`config.mk`:
```
export PLATFORM = sky130hd
export DESIGN_NAME = bst_store_flat
export DESIGN_NICKNAME = d
export VERILOG_FILES = /design/src/rtl/bst_pkg.sv /design/src/rtl/bst_store_if.sv /design/src/rtl/bst_walk.sv /design/src/rtl/bst_store.sv /design/src/flat_wrapper.sv
export SDC_FILE = /design/constraint.sdc
export NUM_CORES = 1
export LEC_CHECK = 0
export ABC_AREA = 0
export CAP_MARGIN = 20
export CORE_MARGIN = 2
export CORE_UTILIZATION = 31
export CTS_CLUSTER_DIAMETER = 100
export DETAILED_ROUTE_END_ITERATION = 7
export MAX_ROUTING_LAYER = met4
export PLACE_DENSITY = 0.49
export SYNTH_ARGS = -nofsm -noshare
export SYNTH_HDL_FRONTEND = slang
export SYNTH_HIERARCHICAL = 1
export SYNTH_SLANG_ARGS = --single-unit
```
`constraint.sdc`:
```
create_clock -name clk -period 25 [get_ports clk]
set_clock_uncertainty 0.1 [all_clocks]
set_input_delay 3.75 -clock clk [delete_from_list [all_inputs] [get_ports clk]]
set_output_delay 3.75 -clock clk [all_outputs]
set_load 0.005 [all_outputs]
```
`src/rtl/bst_pkg.sv`:
```
// Shared definitions for the binary-search-tree key store.
// Holds the fixed capacity/width constants, the node record stored per
// slot, and the reserved key value that turns an insert into clear-all.
package bst_pkg;

    localparam int NODES = 8;
    localparam int KEY_W = 4;
    localparam int IDX_W = 3;
    localparam int CNT_W = IDX_W + 1;    // must reach NODES itself (full)

    localparam logic [KEY_W-1:0] CLEAR_KEY = '0;

    // One tree node. Child indices are meaningful only while the matching
    // valid flag is set.
    typedef struct packed {
        logic [KEY_W-1:0] key;
        logic             lval;
        logic [IDX_W-1:0] lidx;
        logic             rval;
        logic [IDX_W-1:0] ridx;
    } node_t;

endpackage

```
`src/rtl/bst_store_if.sv`:
```
// Command/result bundle of the key store.
//   k0           find command (level sampled)
//   k1           insert, or clear-all when sw == CLEAR_KEY (level sampled)
//   sw           key operand
//   led          find result {hit, slot[2:0], key[3:0]}
//   buf_empty    no node stored
//   buf_full     NODES nodes stored
//   tree_counter next free slot (stored count mod NODES)
// Handshake: there is no valid/ready pair; every rising clock edge where
// k0 or k1 is high performs exactly one operation, and the result is
// visible on the outputs right after that edge.
interface bst_store_if;
    import bst_pkg::*;

    logic             k0;
    logic             k1;
    logic [KEY_W-1:0] sw;
    logic [7:0]       led;
    logic             buf_empty;
    logic             buf_full;
    logic [IDX_W-1:0] tree_counter;

    modport master (
        output k0, k1, sw,
        input  led, buf_empty, buf_full, tree_counter
    );

    modport slave (
        input  k0, k1, sw,
        output led, buf_empty, buf_full, tree_counter
    );

endinterface

```
`src/rtl/bst_walk.sv`:
```
// Combinational tree search shared by find and insert.
//   nodes_i      node array (slot 0 is the root)
//   count_i      number of stored nodes; 0 means the tree is empty
//   key_i        key being looked up
//   hit_o        key found
//   hit_idx_o    slot of the matching node (0 on miss)
//   parent_idx_o last node visited (the attach point on a miss)
//   go_left_o    on a miss, the new key belongs in the left child of parent
module bst_walk
    import bst_pkg::*;
(
    input  node_t            nodes_i [NODES],
    input  logic [CNT_W-1:0] count_i,
    input  logic [KEY_W-1:0] key_i,
    output logic             hit_o,
    output logic [IDX_W-1:0] hit_idx_o,
    output logic [IDX_W-1:0] parent_idx_o,
    output logic             go_left_o
);

    logic [IDX_W-1:0] cur;
    logic             done;

    // A tree of NODES nodes is at most NODES levels deep, so an unrolled
    // walk of NODES steps always terminates on a hit or an empty child.
    always_comb begin
        hit_o        = 1'b0;
        hit_idx_o    = '0;
        parent_idx_o = '0;
        go_left_o    = 1'b0;
        cur          = '0;
        done         = (count_i == '0);
        for (int lvl = 0; lvl < NODES; lvl++) begin
            if (!done) begin
                parent_idx_o = cur;
                if (key_i == nodes_i[cur].key) begin
                    hit_o     = 1'b1;
                    hit_idx_o = cur;
                    done      = 1'b1;
                end else if (key_i < nodes_i[cur].key) begin
                    go_left_o = 1'b1;
                    if (nodes_i[cur].lval) cur = nodes_i[cur].lidx;
                    else                   done = 1'b1;
                end else begin
                    go_left_o = 1'b0;
                    if (nodes_i[cur].rval) cur = nodes_i[cur].ridx;
                    else                   done = 1'b1;
                end
            end
        end
    end

endmodule

```
`src/rtl/bst_store.sv`:
```
// Binary-search-tree key store: up to NODES 4-bit keys, one-cycle
// find / insert / clear-all commands, find result latched onto led.
//   clk  system clock, all state changes on the rising edge
//   rst  synchronous active-high reset
//   bus  command/result bundle (slave side), see bst_store_if
// Command priority: rst > k1 > k0; led only changes on a find.
module bst_store
    import bst_pkg::*;
(
    input  logic        clk,
    input  logic        rst,
    bst_store_if.slave  bus
);

    node_t            nodes_q [NODES];
    node_t            nodes_d [NODES];
    logic [CNT_W-1:0] count_q, count_d;
    logic [7:0]       led_q, led_d;

    logic             hit;
    logic [IDX_W-1:0] hit_idx;
    logic             full;
    logic [IDX_W-1:0] parent_idx;
    logic             go_left;
    logic [IDX_W-1:0] new_idx;

    bst_walk u_walk (
        .nodes_i      (nodes_q),
        .count_i      (count_q),
        .key_i        (bus.sw),
        .hit_o        (hit),
        .hit_idx_o    (hit_idx),
        .parent_idx_o (parent_idx),
        .go_left_o    (go_left)
    );

    assign full    = (count_q == CNT_W'(NODES));
    assign new_idx = count_q[IDX_W-1:0];

    always_comb begin
        nodes_d = nodes_q;
        count_d = count_q;
        led_d   = led_q;
        if (bus.k1) begin
            if (bus.sw == CLEAR_KEY) begin
                // Dropping the count and child links is enough: stale keys
                // are unreachable until overwritten by a later insert.
                count_d = '0;
                for (int i = 0; i < NODES; i++) begin
                    nodes_d[i].lval = 1'b0;
                    nodes_d[i].rval = 1'b0;
                end
            end else if (!full && !hit) begin
                nodes_d[new_idx] = '{key: bus.sw, default: '0};
                // Root has no parent; every later node hangs off the last
                // node the walk visited.
                if (count_q != '0) begin
                    if (go_left) begin
                        nodes_d[parent_idx].lval = 1'b1;
                        nodes_d[parent_idx].lidx = new_idx;
                    end else begin
                        nodes_d[parent_idx].rval = 1'b1;
                        nodes_d[parent_idx].ridx = new_idx;
                    end
                end
                count_d = count_q + CNT_W'(1);
            end
        end else if (bus.k0) begin
            led_d = {hit, hit_idx, bus.sw};
        end
    end

    always_ff @(posedge clk) begin
        if (rst) begin
            count_q <= '0;
            led_q   <= '0;
            for (int i = 0; i < NODES; i++) nodes_q[i] <= '0;
        end else begin
            count_q <= count_d;
            led_q   <= led_d;
            nodes_q <= nodes_d;
        end
    end

    assign bus.led          = led_q;
    assign bus.buf_empty    = (count_q == '0);
    assign bus.buf_full     = full;
    assign bus.tree_counter = count_q[IDX_W-1:0];

endmodule

```
`src/flat_wrapper.sv`:
```
// flat-port wrapper written by rule: the top's interface ports become plain ports
module bst_store_flat import bst_pkg::*;
  (clk, rst, bus_k0, bus_k1, bus_sw, bus_led, bus_buf_empty, bus_buf_full, bus_tree_counter);
  bst_store_if bus_i ();
  input  logic clk;
  input  logic rst;
  input wire logic [$bits(bus_i.k0)-1:0] bus_k0;
  input wire logic [$bits(bus_i.k1)-1:0] bus_k1;
  input wire logic [$bits(bus_i.sw)-1:0] bus_sw;
  output wire logic [$bits(bus_i.led)-1:0] bus_led;
  output wire logic [$bits(bus_i.buf_empty)-1:0] bus_buf_empty;
  output wire logic [$bits(bus_i.buf_full)-1:0] bus_buf_full;
  output wire logic [$bits(bus_i.tree_counter)-1:0] bus_tree_counter;
  assign bus_i.k0 = bus_k0;
  assign bus_i.k1 = bus_k1;
  assign bus_i.sw = bus_sw;
  assign bus_led = bus_i.led;
  assign bus_buf_empty = bus_i.buf_empty;
  assign bus_buf_full = bus_i.buf_full;
  assign bus_tree_counter = bus_i.tree_counter;
  bst_store u_core (.clk(clk), .rst(rst), .bus(bus_i));
endmodule
```
==> metrics.sh, run 1 <==
TIMING.FINAL.MAX_SLEW_VIOLATIONS=0
GRT_FIRST_PASS_WIRELENGTH_UM=88200
CRITICAL_PATH.N_BUFFERS_INVERTERS=10
POWER_FRAC_SEQ_PCT=43.3
SYNTH_TOP_CELL_BY_AREA='sky130_fd_sc_hd__dfxtp_1'
POST_DRT_VIA_CELL_RATIO=6.50
FIRST_ITER_VIOLATIONS=1921
SYNTH_MOST_COMMON_CELL='sky130_fd_sc_hd__nand2_1'
CP_MAX_DELAY_CELL='sky130_fd_sc_hd__nor4_4'
CRITICAL_PATH.ENDPOINT_TYPE='register'
FLOORPLAN.DIE_AREA_SQ_MM=0.0431
CTS_MAX_PATH_BUFFERS=2
FFS_W_ASYNC_S_R_SYNTH_PCT=0
SYNTHESIS.AREA_PER_INSTANCE_SQ_UM=7.73
PLACE.DETAILED.HPWL_UM=44100
REG2REG_SLACK_NS=4.34
POST-ROUTE-PERIOD-UTIL_PCT=95.4
POWER_DENSITY_mW_PER_MM2=28.8
DIEWIDTH_UM=208
SYNTHFLOPTYPE='sky130_fd_sc_hd__dfxtp_1'
FLOORPLAN.INITIALDENSITY_PCT=31.4
PLACEMENTROWS=74
FLOORPLAN.CORE_AREA_SQ_MM=0.0409
WORSTSETUPSTARTPOINTTYPE='input pin'
IO-PIN-COUNT=21
FINAL_UTIL_PCT=35.0
POWER.INTERNAL_uW=279
CRITICAL-PATH-MAX-STAGE-DELAY_NS=0.78
PLACER_CONGESTION_ESTIMATE=1.00
MAX_FO_CRITICAL_PATH=23
GRT_PASS1_VIAS=13000
GLOBALROUTEOVERFLOWTOTAL=0
CP_DATA_ARRIVAL_TIME_NS=24.04
WORSTSETUPPATHTYPE='in2reg'
CRITICAL_PATH.REG2REG.ENDPOINT='u_core/nodes_q[4]'
CRITPATHMOSTFREQUENTCELL='sky130_fd_sc_hd__a21oi_1'
PLACE.PORT_BUFFERS=20
MAPPEDNETLISTAREA_SQ_MM=0.0129
ANTENNA_VIOLATING_NETS_POST_ROUTE=0
SYNTH_ENABLE_FLOP_CELLS=0
YOSYS_REGISTER_BITS=108
YOSYS-TOP-CELLS-AREA='sky130_fd_sc_hd__dfxtp_1 (17%), sky130_fd_sc_hd__mux2i_1 (12%), sky130_fd_sc_hd__nand2_1 (7.3%)'
CLOCK_LATENCY_NS=0.36
WORST_SETUP_HOLD_PATH_CLK_SLEW_NS=0.08
LAYOUT.NETS=1704
FMAXACHIEVABLE_MHz=41.9
TIMING.REG2REG.WORST_PATH_DEPTH=94
SYNTH.LIB_CELLS_USED.DISTINCT=113
FINALWIRELENGTH_UM=61100
ROUTED-VIA-COUNT=14300
YOSYS-TOP-CELLS-COUNT='sky130_fd_sc_hd__nand2_1 (249), sky130_fd_sc_hd__mux2i_1 (159), sky130_fd_sc_hd__dfxtp_1 (108), sky130_fd_sc_hd__a21oi_1 (93), sky130_fd_sc_hd__nor2_1 (91)'
TRITONCTS='built'
CRITICAL_PATH.ENDPOINT='u_core/nodes_q[4]'
CTS_INSERTED_BUFFERS=9
GRT_START_MAX_NET_PINS=111
CTS_MAX_LEVEL=3
COMB_POWER_SHARE_PCT=22.5
LEAKAGEPOWER_uW=0.00492
CTS_ROOT_BUF='sky130_fd_sc_hd__clkbuf_16'
NUMBER_OF_ITERATIONS_IN_THE_FIRST_DETAILED_ROUTING_PASS=8
WORST_TRAN_PIN_VALUE_NS=1.13
NUMCLOCKSINKS=108
POSTSYNTHNETCOUNT=1707
CLOCK_POWER_SHARE_PCT=34.2
CELLS_AFTER_SYNTHESIS=1665
SYNTH_SEQUENTIAL_AREA_RATIO_PCT=16.8
WORSTSETUPSTARTPOINT='bus_sw[1]'
MAX-CAP-VIOLATIONS=0
TIMING.CRITICAL_PATH.REQUIRED_NS=25.19
SLEW_HEADROOM_PCT=23.7
OUTCOME='finished clean'
AREA_GROWTH_PCT=11.2
SWITCHING_SHARE_PCT=32.3
DRC=0
SYNTH_WARNINGS=6
FINAL_DESIGN_AREA_NO_FILL_SQ_MM=0.0143
NUMBER_OF_ANTENNA_VIOLATIONS_AT_THE_FIRST_CHECK_IN_GLOBAL_ROUTING=4
HOLD_CLASS='reg2reg'
VDD_IR_DROP_MAX_uV=33.8
CRITICAL_PATH.TOP_DELAY_FAMILY='compound AO/OA/AOI/OAI gates'
POWER.NET_SWITCHING_uW=133
SYNTHDOMINANTCELLAREASHARE_PCT=16.8
DRIVE_GT1_SHARE_PCT=15.5
FINAL_HOLD_VIOL_COUNT=0
GRT_UTIL_ALL_LAYERS_PCT=27.7
DIE-HEIGHT_UM=208
POST-ROUTE-MIN-PERIOD_NS=23.84
FINAL-SETUP-VIOL-COUNT=0
DPL_CELL_AREA_SQ_MM=0.0136
CP_NUM_CELLS=94
WIRE_PER_INST_UM=27.7
## power by group through the flow
| stage | Clock, uW | Combinational, uW | Sequential (uW) |
|---|---|---|---|
| floorplan | 0 | 62.1 | 180 |
| global placement | 0 | 86.8 | 182 |
| detailed placement | 0 | 87.1 | 182 |
| CTS | 145 | 87.4 | 178 |
| global route | 151 | 99.8 | 178 |
| finish | 141 | 92.7 | 178 |
## area by class of cell
cell class                      count  area [sq um]
Timing Repair Buffer              127          1050
Antenna cell                        3          7.51
Tap cell                          532           666
Inverter                           66           251
Sequential cell                   108          2160
Fill cell                        4383         26600
Multi-Input combinational cell   1350          9880
Clock buffer                       10           239
Clock inverter                      6          48.8
## worst register-to-register path, delay by kind of cell (launching register included)
family,cells,cell delay [ns]
AO/OA/AOI/OAI,42,7.44
adder cells (fa/ha/maj),8,2.36
buffers and inverters,10,1.97
AND/OR/NAND/NOR,30,6.78
flip-flops,1,0.44
multiplexers,4,1.48
## worst min-delay path by stage
| stage | depth (start not counted) | slack, ns | start | end |
|---|---|---|---|---|
| floorplan | 1 | 0.33 | u_core/nodes_q[55] | u_core/nodes_q[55] |
| global placement | 2 | 0.35 | u_core/bus.led[7] | u_core/bus.led[7] |
| detailed placement | 2 | 0.35 | u_core/bus.led[7] | u_core/bus.led[7] |
| CTS | 2 | 0.36 | u_core/bus.led[2] | u_core/bus.led[2] |
| global route | 2 | 0.39 | u_core/bus.led[3] | u_core/bus.led[3] |
| finish | 2 | 0.36 | u_core/bus.led[2] | u_core/bus.led[2] |
## metal layers
| layer | wire, um | global-route usage (%) | share of wire (%) |
|---|---|---|---|
| met2 | 25900 | 40.3 | 42 |
| met3 | 6770 | 6.46 | 11 |
| met1 | 25900 | 37.3 | 42 |
| met5 | 0 | - | 0 |
| met4 | 2530 | 9.95 | 4.1 |
## cells by family (layout without fill, tap and decap cells)
family / Yosys count / count (layout) / synth area share, %
adders and majority gates: 34 / 34 / 3.31
buffers and inverters: 209 / 209 / 8.09
AOI/OAI and AO/OA: 474 / 476 / 27.8
muxes: 198 / 198 / 17.5
and+or+nand+nor: 642 / 642 / 26.5
DFF: 108 / 108 / 16.8
other: 0 / 3 / 0
## cell usage in the layout, fill, tap and decap left out, types with 47 or more instances in the layout
cell type,count
sky130_fd_sc_hd__buf_4,101
sky130_fd_sc_hd__nor2_1,88
sky130_fd_sc_hd__a21oi_1,92
sky130_fd_sc_hd__o32ai_1,50
sky130_fd_sc_hd__dfxtp_1,108
sky130_fd_sc_hd__mux2i_1,159
sky130_fd_sc_hd__o21ai_0,47
sky130_fd_sc_hd__nand3_1,55
sky130_fd_sc_hd__a211oi_1,50
sky130_fd_sc_hd__inv_1,65
sky130_fd_sc_hd__nand2_1,248
## stage by stage
| step | setup TNS (ns) | std cells | setup WS [ns] | power [uW] | hold WS (ns) |
|---|---|---|---|---|---|
| detailed placement | -21.50 | 2157 | -0.523 | 269 | 0.350 |
| finish | 0 | 2202 | 1.16 | 412 | 0.360 |
| CTS | 0 | 2173 | 0.0402 | 410 | 0.363 |
| global placement | -4.52 | 2156 | -0.289 | 269 | 0.350 |
| global route | -0.0249 | 2202 | -0.0249 | 429 | 0.388 |
| floorplan | 0 | 1665 | 0.0151 | 242 | 0.331 |
## timing repair
action,CTS,global route
hold buffers,0,0
resized for setup,1,35
pin swaps,0,9
cloned,0,2
endpoints found under the setup margin,15,104
setup buffers,0,23
Power figures use the tool's default switching activity.
==> run 2: changes to the inputs <==
--- a/config.mk
+++ b/config.mk
@@ -8,11 +8,11 @@
 export ABC_AREA = 0
 export CAP_MARGIN = 20
 export CORE_MARGIN = 2
-export CORE_UTILIZATION = 31
+export CORE_UTILIZATION = 38
 export CTS_CLUSTER_DIAMETER = 100
 export DETAILED_ROUTE_END_ITERATION = 7
 export MAX_ROUTING_LAYER = met4
-export PLACE_DENSITY = 0.49
+export PLACE_DENSITY = 0.57
 export SYNTH_ARGS = -nofsm -noshare
 export SYNTH_HDL_FRONTEND = slang
 export SYNTH_HIERARCHICAL = 1
==> run 2 against run 1 <==
  * Critical path depth stayed put
  * Utilization increased by 7.2 points
  * Sequential power about the same
  * First-iteration DRC count fell by 7.3%
  * Maximum frequency increased by 0.51%
  * Highest routed layer unchanged
  * Worst setup slack improved by 0.12 ns
  * Global-route usage increased by 6.4 points
  * Hold slack improved by 0.0031 ns
==> metrics.sh, run 2 (synthesized netlist as in run 1, its figures left out) <==
GLOBAL_ROUTE.USAGE.MET3_PCT=6.63
FINALWIRELENGTH_UM=60900
POWER_DENSITY_mW_PER_MM2=29.0
FLOORPLAN.CORE_AREA_SQ_MM=0.0334
FRACTION_OF_MET1_TRACKS_USED_BY_GLOBAL_ROUTING_PCT=43.9
HOLD_CLASS='reg2reg'
CRITICAL_PATH.N_BUFFERS_INVERTERS=11
WORST_SETUP_HOLD_PATH_CLK_SLEW_NS=0.07
LAYOUT.NETS=1696
LAYOUT.CELLS.NON_FILLER=2108
GRT_UTIL_ALL_LAYERS_PCT=34.1
TIMING.HOLD.WS_NS=0.363
DIEWIDTH_UM=188
SLEW_HEADROOM_PCT=19.0
PLACE.PORT_BUFFERS=20
FMAXACHIEVABLE_MHz=42.2
OUTCOME='finished clean'
FLOORPLAN.INITIALDENSITY_PCT=38.5
WORSTSETUPSTARTPOINTTYPE='input pin'
POST_DRT_VIA_CELL_RATIO=6.71
ROUTED-VIA-COUNT=14200
TIMING.CRITICAL_PATH.REQUIRED_NS=25.10
CP_MAX_DELAY_CELL='sky130_fd_sc_hd__mux4_1'
GRT_PASS1_VIAS=13000
MAX_FO_CRITICAL_PATH=29
CTS_INSERTED_BUFFERS=9
PLACE.DETAILED.HPWL_UM=43900
FIRST_ITER_VIOLATIONS=1781
DIE-HEIGHT_UM=188
WORSTSETUPPATHTYPE='in2reg'
PLACEMENTROWS=67
CTS_MAX_LEVEL=3
POST-PLACE-CELLS=2064
POST-ROUTE-PERIOD-UTIL_PCT=94.9
TIMING.FINAL.MAX_SLEW_VIOLATIONS=0
CRITICAL_PATH.ENDPOINT_TYPE='register'
CRITICAL-PATH-MAX-STAGE-DELAY_NS=0.56
CRITICAL_PATH.TOP_DELAY_FAMILY='compound AO/OA/AOI/OAI gates'
HIGHEST_COUNT_CELLS_IN_THE_LAYOUT_IGNORING_FILL_AND_TAPS='sky130_fd_sc_hd__nand2_1 (248), sky130_fd_sc_hd__mux2i_1 (159), sky130_fd_sc_hd__dfxtp_1 (108), sky130_fd_sc_hd__buf_4 (98)'
FLOORPLAN.DIE_AREA_SQ_MM=0.0353
NUMBER_OF_ITERATIONS_IN_THE_FIRST_DETAILED_ROUTING_PASS=6
DRC=0
TRITONCTS='built'
FINAL_HOLD_VIOL_COUNT=0
WIRE_PER_INST_UM=28.9
GRT_FIRST_PASS_WIRELENGTH_UM=87800
CTS_MAX_PATH_BUFFERS=2
CP_DATA_ARRIVAL_TIME_NS=23.83
FILLERINSTANCES=3476
POST-ROUTE-MIN-PERIOD_NS=23.72
NUMCLOCKSINKS=108
NUMBER_OF_ANTENNA_VIOLATIONS_AT_THE_FIRST_CHECK_IN_GLOBAL_ROUTING=1
GR-USAGE-MET2_PCT=52.4
GLOBALROUTEOVERFLOWTOTAL=0
LAYOUT.CELLS.MOST_COMMON='sky130_fd_sc_hd__nand2_1'
LEAKAGEPOWER_uW=0.00486
WORST_TRAN_PIN_VALUE_NS=1.20
MAX-CAP-VIOLATIONS=0
VDD_IR_DROP_MAX_uV=34.5
DRIVE_GT1_SHARE_PCT=15.1
GRT_SETUP_UNREPAIRED='no'
PLACER_CONGESTION_ESTIMATE=1.02
GRT_START_MAX_NET_PINS=110
ANTENNA_VIOLATING_NETS_POST_ROUTE=0
HOLD_BUFFERS=0
GLOBAL_ROUTE.PEAK_USAGE_LAYER='met2'
CTS_ROOT_BUF='sky130_fd_sc_hd__clkbuf_16'
REG2REG_SLACK_NS=4.35
IO-PIN-COUNT=21
AREA_GROWTH_PCT=9.67
CLOCK_LATENCY_NS=0.36
FINAL-SETUP-VIOL-COUNT=0
==> run 2: changes by cell type in the layout (fill, tap and decap cells not counted), moves of 2 or more <==
cell,delta
sky130_fd_sc_hd__a211oi_2,-2
sky130_fd_sc_hd__a21oi_1,-2
sky130_fd_sc_hd__nor2_1,+2
sky130_fd_sc_hd__a211oi_1,+3
sky130_fd_sc_hd__diode_2,-2
sky130_fd_sc_hd__clkinv_4,-2
sky130_fd_sc_hd__buf_6,-2
sky130_fd_sc_hd__nor2_2,-2
sky130_fd_sc_hd__buf_4,-3
==> run 2: layout make-up <==
type                       count  area (sq um)  share of cell area, %
multi-input combinational   1349          9880                   70.0
antenna                        1          2.50                 0.0177
inverter                      66           251                   1.78
sequential                   108          2160                   15.3
clock buffer                  11           243                   1.72
timing repair buffer         120           976                   6.92
tap                          448           561                   3.97
clock inverter                 5          36.3                  0.257
==> run 2: worst reg2reg max path, delay by kind of cell (launching register included) <==
family          cells  cell delay, ns
compound gates     38            7.26
simple gates       33            6.45
fa+ha+maj           8            2.61
buf+inv            11            2.44
mux                 4            1.21
flops               1            0.42
==> run 2: worst paths after layout <==
check                          from            endpoint  depth (start not counted)
setup / recovery          bus_sw[1]  u_core/nodes_q[54]                         94
hold / removal    u_core/bus.led[6]   u_core/bus.led[6]                          2
setup reg to reg           register  u_core/nodes_q[54]                         94
hold reg to reg   u_core/bus.led[6]   u_core/bus.led[6]                          2
==> run 2: stage by stage <==
stage	area, sq um	utilization, %	total power (uW)	setup WS [ns]	TNS, ns
global placement	13500	40.2	268	0.00513	0
finish	14100	42.2	409	1.28	0
detailed placement	13500	40.2	268	-0.269	-3.12
CTS	13700	41.1	405	0.0584	0
global route	14100	42.2	423	0.0412	0
floorplan	12900	-	242	0.0151	0
==> run 2: repair_timing <==
item	in CTS	in global routing
gates resized for setup	0	34
buffers inserted	0	25
setup endpoints to repair	0	104
==> run 2: metal layers <==
metal	share of wire, %	vias to the layer above
li1	-	6272
met1	41	6922
met2	44	774
met3	10	182
met4	4.9	0
met5	0	-
==> run 2: where the power goes <==
part / total [uW] / switching, uW / internal, uW
clock network: 139 / 67.9 / 70.7
registers: 179 / 5.04 / 174
logic: 91.2 / 57.6 / 33.6
total: 409 / 131 / 278
